==> src/rtl/psi_pkg.sv <==
// Shared types and width helpers for the streaming threshold-PSI block.
package psi_pkg;

   typedef enum logic [1:0] {StIdle, StRun, StFlush, StDone} psi_state_e;

   localparam int unsigned DefN = 4;
   localparam int unsigned DefW = 64;
   localparam int unsigned DefC = 8;

   // Bits needed to hold any value in 0..max_val.
   function automatic int unsigned count_width(int unsigned max_val);
      return $clog2(max_val + 1);
   endfunction

   // Bits for a beat index; a single-beat job still needs a 1-bit counter.
   function automatic int unsigned beat_width(int unsigned beats);
      return (beats > 1) ? $clog2(beats) : 1;
   endfunction

endpackage

==> src/rtl/psi_bit_vote.sv <==
// One bit lane: counts how many parties hold the element and compares to the threshold.
module psi_bit_vote #(
   parameter int unsigned N  = 4,
   parameter int unsigned TW = 3
) (
   input  logic [N-1:0]  party_bits,
   input  logic [TW-1:0] thresh,
   output logic          vote
);

   logic [TW-1:0] cnt;

   always_comb begin
      cnt = '0;
      for (int p = 0; p < N; p++) begin
         cnt = cnt + TW'(party_bits[p]);
      end
      vote = (cnt >= thresh);
   end

endmodule

==> src/rtl/psi_stream_thresh.sv <==
// Streaming threshold PSI: C-bit chunks of N party bitmaps in, one voted chunk out per beat.
// Optional result popcount on `card` when PSI_CARDINALITY_EN is defined.
module psi_stream_thresh
   import psi_pkg::*;
#(
   parameter int unsigned N = DefN,
   parameter int unsigned W = DefW,
   parameter int unsigned C = DefC,
   localparam int unsigned TW = count_width(N),
   localparam int unsigned CW = count_width(W)
) (
   input  logic            clk,
   input  logic            rst_n,
   input  logic            start,
   input  logic [TW-1:0]   thresh,
   input  logic            in_valid,
   output logic            in_ready,
   input  logic [N*C-1:0]  in_chunk,
   output logic            out_valid,
   input  logic            out_ready,
   output logic [C-1:0]    out_chunk,
   output logic            out_last,
   output logic            busy,
   output logic            done
`ifdef PSI_CARDINALITY_EN
   ,
   output logic [CW-1:0]   card
`endif
);

   localparam int unsigned Beats = W / C;
   localparam int unsigned BW    = beat_width(Beats);
   localparam logic [BW-1:0] LastBeat = BW'(Beats - 1);

   if (W % C != 0) begin : gen_width_check
      $error("psi_stream_thresh: W must be a multiple of C");
   end
   if (N < 2) begin : gen_party_check
      $error("psi_stream_thresh: N must be at least 2");
   end

   psi_state_e      state_q, state_d;
   logic [TW-1:0]   thresh_q;
   logic [BW-1:0]   beat_q;
   logic            out_valid_q;
   logic            out_last_q;
   logic [C-1:0]    out_chunk_q;
   logic            in_hs;
   logic            out_hs;
   logic            last_beat;
   logic [C-1:0]    vote;
   logic [C-1:0][N-1:0] lane_bits;

   // Transpose party-major input into one N-bit vector per bit lane.
   for (genvar i = 0; i < C; i++) begin : gen_lane
      for (genvar p = 0; p < N; p++) begin : gen_party
         assign lane_bits[i][p] = in_chunk[p*C + i];
      end
      psi_bit_vote #(
         .N  (N),
         .TW (TW)
      ) u_vote (
         .party_bits (lane_bits[i]),
         .thresh     (thresh_q),
         .vote       (vote[i])
      );
   end

   assign in_ready  = (state_q == StRun) && (!out_valid_q || out_ready);
   assign in_hs     = in_valid && in_ready;
   assign out_hs    = out_valid_q && out_ready;
   assign last_beat = (beat_q == LastBeat);

   always_comb begin
      state_d = state_q;
      case (state_q)
         StIdle:  if (start) state_d = StRun;
         StRun:   if (in_hs && last_beat) state_d = StFlush;
         StFlush: if (out_hs && out_last_q) state_d = StDone;
         StDone:  state_d = StIdle;
         default: state_d = StIdle;
      endcase
   end

   always_ff @(posedge clk or negedge rst_n) begin
      if (!rst_n) begin
         state_q     <= StIdle;
         thresh_q    <= TW'(N);
         beat_q      <= '0;
         out_valid_q <= 1'b0;
         out_last_q  <= 1'b0;
         out_chunk_q <= '0;
      end else begin
         state_q <= state_d;
         if (state_q == StIdle && start) begin
            thresh_q <= (thresh == '0) ? TW'(N) : thresh;
            beat_q   <= '0;
         end else if (in_hs) begin
            beat_q <= last_beat ? '0 : beat_q + 1'b1;
         end
         if (in_hs) begin
            out_valid_q <= 1'b1;
            out_chunk_q <= vote;
            out_last_q  <= last_beat;
         end else if (out_ready) begin
            out_valid_q <= 1'b0;
         end
      end
   end

   assign out_valid = out_valid_q;
   assign out_chunk = out_chunk_q;
   assign out_last  = out_last_q;
   assign busy      = (state_q == StRun) || (state_q == StFlush);
   assign done      = (state_q == StDone);

`ifdef PSI_CARDINALITY_EN
   logic [CW-1:0] card_q;
   logic [CW-1:0] chunk_pop;

   always_comb begin
      chunk_pop = '0;
      for (int i = 0; i < C; i++) begin
         chunk_pop = chunk_pop + CW'(vote[i]);
      end
   end

   always_ff @(posedge clk or negedge rst_n) begin
      if (!rst_n) begin
         card_q <= '0;
      end else if (state_q == StIdle && start) begin
         card_q <= '0;
      end else if (in_hs) begin
         card_q <= card_q + chunk_pop;
      end
   end

   assign card = card_q;
`endif

endmodule
==> config.mk <==
export PLATFORM = sky130hd
export DESIGN_NAME = psi_stream_thresh
export DESIGN_NICKNAME = d
export VERILOG_FILES = /design/src/rtl/psi_pkg.sv /design/src/rtl/psi_bit_vote.sv /design/src/rtl/psi_stream_thresh.sv
export SDC_FILE = /design/constraint.sdc
export NUM_CORES = 1
export LEC_CHECK = 0
export BUFFER_PORTS_ARGS = -buffer_cell sky130_fd_sc_hd__clkbuf_2
export CAP_MARGIN = 30
export CORE_ASPECT_RATIO = 0.75
export CORE_MARGIN = 3
export CORE_UTILIZATION = 32
export DETAILED_ROUTE_END_ITERATION = 6
export GPL_TIMING_DRIVEN = 0
export SETUP_SLACK_MARGIN = 0.3
export SLEW_MARGIN = 20
export SYNTH_ARGS = -nofsm -noshare
export SYNTH_HDL_FRONTEND = slang
export SYNTH_HIERARCHICAL = 1
export SYNTH_SLANG_ARGS = --single-unit
==> constraint.sdc <==
create_clock -name clk -period 4.91 [get_ports clk]
set_clock_uncertainty 0.15 [all_clocks]
set_input_delay 0.491 -clock clk [delete_from_list [all_inputs] [get_ports clk]]
set_output_delay 0.491 -clock clk [all_outputs]
set_load 0.02 [all_outputs]
==> results.md, run 1 <==
- Outcome: finished, final reports clean
- Final Hold Vio Count: 0
- Net Sw Power: roughly 0.42 mW
- Vias in the first global route: 1,310
- Placeable Area: 0.00506 mm2
- Inserted Diodes: 0
- Max VDD drop: between 100 and 150 uV
- RSZ-0062 raised after global routing: false
- Critical path class: in -> reg
- Final WL: 3040 um
- Crit path max fanout: 2
- Die area: 0.00639 mm2
- Slew @ Worst Pin: 461 ps
- Via count of the routed design: 1,270
- Yosys warnings: 6
- Total Routing Usage GR: 0.104
- Global-route wire length before repair: 5540 um
- CTS Sinks: 18
- Power per Cell Area: between 400 and 500 mW/mm2
- R2R Setup Slk: 3170 ps
- Detailed-placement wirelength estimate: roughly 2600 um
- 1st-iter DRT viols: 24
- Final net count: 319
- Critical Path AT: 2200 ps
- HP Class: in -> async
- Routed len/inst: 10.3 um
- Share of cells above drive strength 1: 0.326
- Storage cell area: 452 um2
- H-tree Lvls: 1
- Port Buffers: 52
- Post-CTS Resized: 0
- Rel. slew slack: 0.693
- Bufs on Longest Clock Path: 2
- Crit path from: in_chunk[3]
- Worst flop-to-flop path startpoint: thresh_q[2]
- GRT overflow: 0
- GP Congestion: 0.707
- Die X: 91.3 um
- Clk_lat worst skew: approximately 250 ps
- Hold buffers post-CTS: 0
- Clk root buf: clkbuf_8
- CTS Buf Count: 3
- Max-cap violations: 0
- Reg clk slew, reported paths: 70 ps
- Sequential area share after synthesis: 0.259
- Final setup viols: 0
- WP data required: slightly below 5000 ps
- Cells after Synth: approximately 170
- Worst Reg-to-Reg Cells: 5
- Synth unique cells: 24
- LEAKAGE: 1.21 nW
- Placed insts: approximately 290
- Slew Limit Fails: 0
- Post-CTS setup buffer count: 0
- Post-synthesis instance area: 0.00175 mm2
- Final period util: 0.450
- Crit start category: primary input
- DR vias/cell: 4.29
- Crit end category: flop
- Detailed Routing Iterations Pass 1: 4
- Combinational power share: 0.578
- I/O pins: 53
- CTS tree: built
- Clock share of power: 0.122
- DRC violations left: 0
- Syn Nets: about 260
- Internal: 0.557 mW
- Fill count: 514
- Reg power frac: 0.300
- Antenna Nets Post-Route: 0
- Fmax: around 450 MHz
- Largest net degree at the start of global routing: 19
- Number of core rows: 22
- Starting Density: 0.345
- Final min period: 2210 ps
- Syn Area/Cell: 10.4 um2
- Layout area overhead: 23.2%
- Reg-to-Reg End: out_chunk[3]
- Initial antenna violation count: 0
- Sw frac: 0.430
- TNS Setup: 0 ps
- Area of the multi-input gates: around 0.0012 mm2
- Fin cells: between 200 and 300
- Die Y: 70.0 um
- Synthesized flop and latch total: 18
-- stage by stage --
step                power, mW  hold WS [ps]   util  area, um2  setup slack [ps]
finish                  0.978          27.4  0.425       2150              2700
global route             1.10          50.3  0.425       2150              2590
CTS                     0.998          41.0  0.425       2150              2700
detailed placement      0.872           318  0.414       2100              2420
global placement        0.859           314  0.414       2100              2460
floorplan               0.707          45.4      -       1750              2610
-- layer usage --
metal  routed length (um)  up-vias  GRT usage
met2                 1350       28      0.176
met4                   28        0     0.0301
met3                  163        2     0.0291
met5                    0        -          0
met1                 1500      559      0.130
li1                     -      681          -
-- layout make-up --
| class | instances | area share |
|---|---|---|
| buffer | 1 | 0.00349 |
| clock buffer | 4 | 0.0256 |
| inverter | 27 | 0.0471 |
| multi-input combinational | 122 | 0.551 |
| sequential | 18 | 0.210 |
| tap | 72 | 0.0419 |
| timing repair buffer | 52 | 0.121 |
-- placed cells by master, fill, tap and decap left out, drive strengths merged, types with 2 or more instances in the layout --
master,instances
a21boi,2
a21oi,10
clkbuf,56
dfrtp,17
fa,8
ha,46
inv,27
mux2,12
nand2,14
nand3,2
nor2,3
nor2b,9
o21ai,9
-- power groups by stage --
stage | Clock (mW) | Sequential [mW] | Combinational (mW)
2_1_floorplan | 0 | 0.321 | 0.386
3_3_place_gp | 0 | 0.301 | 0.557
3_5_place_dp | 0 | 0.300 | 0.572
4_1_cts | 0.125 | 0.297 | 0.576
5_1_grt | 0.129 | 0.310 | 0.663
6_report | 0.119 | 0.294 | 0.565
-- critical path, cell delays in order --
cell and delay [ps]:
clkbuf_2 90, fa_1 480, ha_1 200, ha_1 180
ha_1 290, a21oi_1 130, o21ai_1 80, mux2_2 260
-- synth_stat cells --
library cell | instances | area [um2]
a21boi_0 | 1 | 7.51
a21boi_1 | 1 | 7.51
a21oi_1 | 10 | 50.1
a22oi_1 | 1 | 7.51
a31o_2 | 1 | 8.76
and2_1 | 1 | 6.26
buf_4 | 1 | 7.51
dfrtp_1 | 17 | 425
dfstp_2 | 1 | 26.3
fa_1 | 8 | 160
ha_1 | 46 | 576
inv_1 | 27 | 101
mux2_2 | 12 | 135
mux2i_1 | 1 | 10.0
nand2_1 | 14 | 52.6
nand2b_4 | 1 | 13.8
nand3_1 | 1 | 5.00
nand3_4 | 1 | 17.5
nor2_1 | 3 | 11.3
nor2b_1 | 9 | 56.3
o21ai_0 | 1 | 5.00
o21ai_1 | 8 | 40.0
or3_1 | 1 | 6.26
or3b_1 | 1 | 8.76
-- worst max path at each step --
stage,to,slack [ps],cells past startpoint
4_1_cts,out_chunk[5],2700,8
3_5_place_dp,out_chunk[5],2420,8
5_1_grt,out_chunk[5],2590,8
6_report,out_chunk[3],2700,8
3_3_place_gp,out_chunk[3],2460,8
2_1_floorplan,out_chunk[7],2610,7
-- flip-flops by register name, summed over array words and instances (netlist names) --
| name | flops |
|---|---|
| beat_q | 3 |
| out_last | 1 |
| out_valid | 1 |
| state_q | 2 |
| thresh_q | 3 |
| out_chunk | 8 |
-- cell families (layout without fill, tap and decap cells) --
| logic type | Yosys count | after routing | share of synthesized area |
|---|---|---|---|
| AND/OR/NAND/NOR | 32 | 32 | 0.102 |
| AO/OA/AOI/OAI | 23 | 23 | 0.0724 |
| buffers and inverters | 28 | 84 | 0.0624 |
| flip-flops | 18 | 18 | 0.259 |
| adder cells (fa/ha/maj) | 54 | 54 | 0.422 |
| multiplexers | 13 | 13 | 0.0832 |
No activity file was read; power rests on OpenSTA's default activity.
==> run 2: changes to the inputs <==
==> constraint.sdc (replaced) <==
create_clock -name clk -period 1.9 [get_ports clk]
set_clock_uncertainty 0.15 [all_clocks]
set_input_delay 0.19 -clock clk [delete_from_list [all_inputs] [get_ports clk]]
set_output_delay 0.19 -clock clk [all_outputs]
set_load 0.02 [all_outputs]
==> run 2 against run 1 <==
  * Final area grew 34%
  * Power grew to 3.7 times the previous value
  * Largest power group unchanged
  * Highest routed layer unchanged
  * Utilization grew 15 points
==> results.md, run 2 (same netlist as run 1, synthesis figures left out) <==
- Port Buffers: 52 (unchanged)
- Outcome: finished, final reports clean
- Max VDD drop: 437 uV (+220%)
- Via count of the routed design: 1,387 (+9.2%)
- DR vias/cell: 4.59 (+7.0%)
- Design Power: 3.60 mW (+270%)
- Final WL: 3900 um (+28%)
- Starting Density: 0.345 (unchanged)
- Fin cells: 302 (+2.0%)
- CTS Sinks: 18 (unchanged)
- Slew Limit Fails: 0 (unchanged)
- Final Hold Vio Count: 0 (unchanged)
- Critical Path AT: 1850 ps (-350 ps)
- CTS Buf Count: 3 (unchanged)
- Slew @ Worst Pin: 452 ps (-9.04 ps)
- Inserted Diodes: 0 (unchanged)
- Placeable Area: 0.00506 mm2 (unchanged)
- CTS tree: built
- Largest net degree at the start of global routing: 19 (unchanged)
- Largest register FFs: 8 (unchanged)
- LEAKAGE: 1.29 nW (+6.9%)
- Clk_lat worst skew: 250 ps (about the same)
- Clk root buf: clkbuf_8
- Global-route wire length before repair: 6220 um (+12%)
- Power per Cell Area: 1250 mW/mm2 (+170%)
- Dpl cell area: 0.00242 mm2 (+15%)
- 1st-iter DRT viols: 50 (+110%)
- Initial antenna violation count: 0 (unchanged)
- I/O pins: 53 (unchanged)
- Total Routing Usage GR: 0.117 (+0.0126)
- TNS Setup: 0 ps (unchanged)
- Placed insts: 292 (unchanged)
- Max-cap violations: 0 (unchanged)
- Bufs on Longest Clock Path: 2 (unchanged)
- Final period util: 0.982
- RSZ-0062 raised after global routing: true
- Commonest non-fill, non-tap cell in the layout: clkbuf_2
- HP Class: in -> reg
- DRC violations left: 0 (unchanged)
- Antenna Nets Post-Route: 0 (unchanged)
- Die Y: 70.0 um (unchanged)
- Detailed Routing Iterations Pass 1: 4 (unchanged)
- Crit end category: flop
- Fmax: 536 MHz
- Reg clk slew, reported paths: 70 ps (about the same)
- Final setup margin: 34.2 ps (-2660 ps)
- H-tree Lvls: 1 (unchanged)
- Layout area overhead: 65.7%
- Pre-CTS WS: -233 ps (-2660 ps)
- Commonest cells after routing, fill and taps aside: clkbuf_2 (47), ha_4 (42), inv_1 (18)
- Share of cells above drive strength 1: 0.678 (+0.352)
- Final setup viols: 0 (unchanged)
- Rel. slew slack: 0.699 (+0.00603)
- Die area: 0.00639 mm2 (unchanged)
- Crit start category: primary input
- GP Congestion: 0.730 (+3.2%)
- Vias in the first global route: 1,403 (+7.1%)
- Number of core rows: 22 (unchanged)
- WP data required: 1880 ps (-3020 ps)
- Final net count: 325 (+1.9%)
- GRT overflow: 0 (unchanged)
- Die X: 91.3 um (unchanged)
- Final min period: 1870 ps
- Critical path class: in -> reg
- Post-route cell area: 0.00289 mm2 (+34%)
- Detailed-placement wirelength estimate: 2840 um (+9.6%)
- Crit path max fanout: 1 (-1)
- Routed len/inst: 12.9 um (+25%)
[run 2: changes by cell type in the layout (fill, tap and decap cells not counted), sizes merged]
| cell | previous run | this run |
|---|---|---|
| buf | 1 | 10 |
| clkbuf | 56 | 51 |
| dlygate4sd3 | 0 | 2 |
[run 2: report_power, final]
| group | leakage (nW) | internal [mW] | switching [mW] |
|---|---|---|---|
| Sequential | 0.218 | 0.570 | 0.250 |
| Clock | 0.0288 | 0.184 | 0.127 |
| Combinational | 1.04 | 1.31 | 1.16 |
[run 2: routing by layer]
| layer | up-vias | GRT usage | part of all wire |
|---|---|---|---|
| li1 | 686 | - | - |
| met2 | 34 | 0.200 | 0.50 |
| met1 | 663 | 0.162 | 0.46 |
| met5 | - | 0 | 0 |
| met4 | 0 | 0.0301 | 0.0098 |
| met3 | 4 | 0.00538 | 0.036 |
[run 2: path summary, 6_finish.rpt]
path / startpoint / endpoint / slack, ps / depth (start not counted)
setup reg to reg: thresh_q[2] / out_chunk[6] / 150 / 5
max in group asynchronous: rst_n / thresh_q[2] / 980 / 2
hold / removal: thresh[2] / thresh_q[2] / 40 / 3
setup / recovery: in_chunk[25] / out_chunk[1] / 30 / 8
hold reg to reg: out_chunk[5] / out_chunk[5] / 370 / 1
min in group asynchronous: rst_n / out_valid / 270 / 2
[run 2: timing repair]
| action | CTS | global route |
|---|---|---|
| gates resized for setup | 28 | 48 |
| pin swaps | 42 | 35 |
| hold endpoints to repair | 18 | 0 |
| buffers inserted | 0 | 4 |
| hold buffers | 2 | 0 |
| setup endpoints to repair | 11 | 13 |
[run 2: critical path, stage by stage]
cell and delay, ps:
clkbuf_2 90, fa_1 520, ha_4 280, inv_1 40
ha_1 300, nor2b_2 120, o21ai_2 50, mux2_4 260
[run 2: area by class of cell]
class                   instances  area, um2
flip-flops and latches         18        453
fillers                       448       2170
plain buffers                   1       7.51
repair buffers                 58        342
multi-input cells             122       1840
inverters                      27        101
well taps                      72       90.1
clock buffers                   4       55.1
[run 2: through the flow]
step / utilization / hold WS (ps)
after floorplan: - / -256
after global placement: 0.478 / 13.5
after detailed placement: 0.478 / 8.03
after CTS: 0.528 / 48.8
after global routing: 0.571 / 57.1
final: 0.571 / 36.0
==> run 3: changes to the inputs <==
--- a/config.mk
+++ b/config.mk
@@ -11,7 +11,7 @@
 export CORE_MARGIN = 3
 export CORE_UTILIZATION = 32
 export DETAILED_ROUTE_END_ITERATION = 6
-export GPL_TIMING_DRIVEN = 0
+export RECOVER_POWER = 100
 export SETUP_SLACK_MARGIN = 0.3
 export SLEW_MARGIN = 20
 export SYNTH_ARGS = -nofsm -noshare
==> run 3 against run 2 <==
  * Setup slack improved by 11 ps
  * Clock power increased by 3%
  * Final area decreased by 3.2%
  * Critical path depth unchanged
  * First-iteration DRC count decreased by 22%
  * Routed wire length increased by 5.6%
  * Via count increased by 1.9%
  * Power decreased by 5.3%
  * Largest cell class unchanged
  * Count of clock-buffer cells in the layout unchanged
  * Cell count increased by 0.33%
==> results.md, run 3 (same netlist as run 1, synthesis figures left out) <==
- Outcome: finished, final reports clean
- Commonest non-fill, non-tap cell in the layout: ha_4
- Placeable Area: 0.00506 mm2 (unchanged)
- Worst path slowest cell: fa_1
- Bufs on Longest Clock Path: 2 (unchanged)
- Vias in the first global route: 1,508 (+7.5%)
- I/O pins: 53 (unchanged)
- Max-cap violations: 0 (unchanged)
- Initial antenna violation count: 0 (unchanged)
- Largest net degree at the start of global routing: 19 (unchanged)
- Starting Density: 0.345 (unchanged)
- Power per Cell Area: 1220 mW/mm2 (-2.2%)
- Final Util: 0.553 (-0.0180)
- Max VDD drop: 430 uV (-1.7%)
- RSZ-0062 raised after global routing: true
- CTS Sinks: 18 (unchanged)
- Crit path max fanout: 1 (unchanged)
- Final period util: 0.976 (-0.00593)
- Fmax: 539 MHz (+0.61%)
- Clk_lat worst skew: 260 ps (about the same)
- Final setup margin: 45.4 ps (+11.3 ps)
- 1st-iter DRT viols: 39 (-22%)
- HP Class: in -> reg
- Rel. slew slack: 0.349 (-0.350)
- GP Congestion: 0.728 (-0.18%)
- Detailed-placement wirelength estimate: 3080 um (+8.4%)
- CP delay by family, top: adder cells
- Final net count: 326 (+0.31%)
- Largest register FFs: 8 (unchanged)
- TNS Setup: 0 ps (unchanged)
- Slew @ Worst Pin: 976 ps (+524 ps)
- DR vias/cell: 4.67 (+1.6%)
- Final min period: 1850 ps (-11.3 ps)
- Number of core rows: 22 (unchanged)
- Critical path, cell by cell: buf_6 -> fa_1 -> ha_1 -> ha_4 -> ha_4 -> a21oi_2 -> o21ai_1 -> mux2_4
- Final WL: 4110 um (+5.6%)
- Stages on the worst setup path: 8 (unchanged)
- Crit path buffers/inverters: 1 (-1)
- Clk root buf: clkbuf_8
- GRT overflow: 0 (unchanged)
- Layout area overhead: 60.4%
- Worst flop-to-flop path startpoint: thresh_q[2]
- Via count of the routed design: 1,414 (+1.9%)
- Port Buffers: 52 (unchanged)
- R2R Setup Slk: 180 ps (+30 ps)
- CTS tree: built
- Die X: 91.3 um (unchanged)
- DRC violations left: 0 (unchanged)
- Inserted Diodes: 0 (unchanged)
- Commonest cells after routing, fill and taps aside: ha_4 (38), clkbuf_2 (30), inv_1 (18)
- Crit path from: in_chunk[26]
- Die Y: 70.0 um (unchanged)
- Slew Limit Fails: 0 (unchanged)
- H-tree Lvls: 1 (unchanged)
- Critical path class: in -> reg
- Reg clk slew, reported paths: 70 ps (about the same)
- Share of cells above drive strength 1: 0.545 (-0.133)
- Pre-CTS WS: -229 ps (+3.81 ps)
- Fill count: 481 (+7.4%)
- Total Routing Usage GR: 0.135 (+0.0184)
- Final setup viols: 0 (unchanged)
- Delay of the slowest cell on the worst path: 480 ps (-40 ps)
- Critical Path AT: 1850 ps (about the same)
- Area of the multi-input gates: 0.00174 mm2 (-5.4%)
- LEAKAGE: 1.24 nW (-4.0%)
- Detailed Routing Iterations Pass 1: 4 (unchanged)
- Hold path cells: 2 (-1)
- CTS Buf Count: 3 (unchanged)
- HP Start: thresh[0]
- Antenna Nets Post-Route: 0 (unchanged)
- Global-route wire length before repair: 7040 um (+13%)
- Most used cell, CP: ha_4
- Routed len/inst: 13.6 um (+5.2%)
- Crit start category: primary input
- Final Hold Vio Count: 0 (unchanged)
- WP data required: 1900 ps (+20 ps)
- Storage cell area: 453 um2 (unchanged)
- Crit end category: flop
- Worst Reg-to-Reg Cells: 5 (unchanged)
- Die area: 0.00639 mm2 (unchanged)
run 3: cell types whose count changed in the layout (fill, tap and decap cells not counted), sizes merged:
cell | before | now
clkbuf | 51 | 49
buf | 10 | 13
run 3: cell type report:
type                            instances  area share
Clock buffer                            4      0.0197
Tap cell                               72      0.0322
Multi-Input combinational cell        122       0.622
Sequential cell                        18       0.162
Timing Repair Buffer                   60       0.128
Inverter                               27      0.0362
run 3: metal layers:
metal,up-vias,GRT usage,part of all wire
li1,689,-,-
met1,681,0.168,0.44
met2,38,0.243,0.50
met3,6,0.0183,0.038
met4,0,0.0401,0.016
met5,-,0,0
run 3: report_power, final:
| part | switching [mW] | total [mW] | leakage [nW] | internal [mW] |
|---|---|---|---|---|
| combinational | 1.11 | 2.29 | 0.992 | 1.18 |
| clock | 0.136 | 0.320 | 0.0288 | 0.184 |
| sequential | 0.236 | 0.805 | 0.218 | 0.570 |
run 3: worst register-to-register path: cells and delay by family (launching register included):
family | cells | cell delay [ps]
adder cells (fa/ha/maj) | 1 | 250
multiplexers | 1 | 260
AO/OA/AOI/OAI | 2 | 200
buffers and inverters | 1 | 100
flip-flops | 1 | 640
run 3: final timing paths:
path,endpoint
max,out_chunk[2]
min,thresh_q[0]
max reg2reg,out_chunk[2]
min reg2reg,out_chunk[6]
max in group asynchronous,thresh_q[0]
min in group asynchronous,out_last
run 3: through the flow:
stage	cell area (um2)	power [mW]	hold slack, ps	instances
3_3_place_gp	2420	2.51	10.1	292
6_report	2800	3.41	29.7	303
2_1_floorplan	2070	2.07	-256	168
5_1_grt	2800	3.80	40.9	303
4_1_cts	2760	3.33	29.9	300
3_5_place_dp	2420	2.58	14.0	292
run 3: what timing repair did:
| item | in CTS | in global routing |
|---|---|---|
| cloned | 0 | 0 |
| hold endpoints to repair | 18 | 0 |
| hold buffers | 2 | 0 |
| gates resized for setup | 45 | 33 |
| endpoints found under the setup margin | 12 | 14 |
| setup buffers | 2 | 3 |
| pin swaps | 50 | 37 |
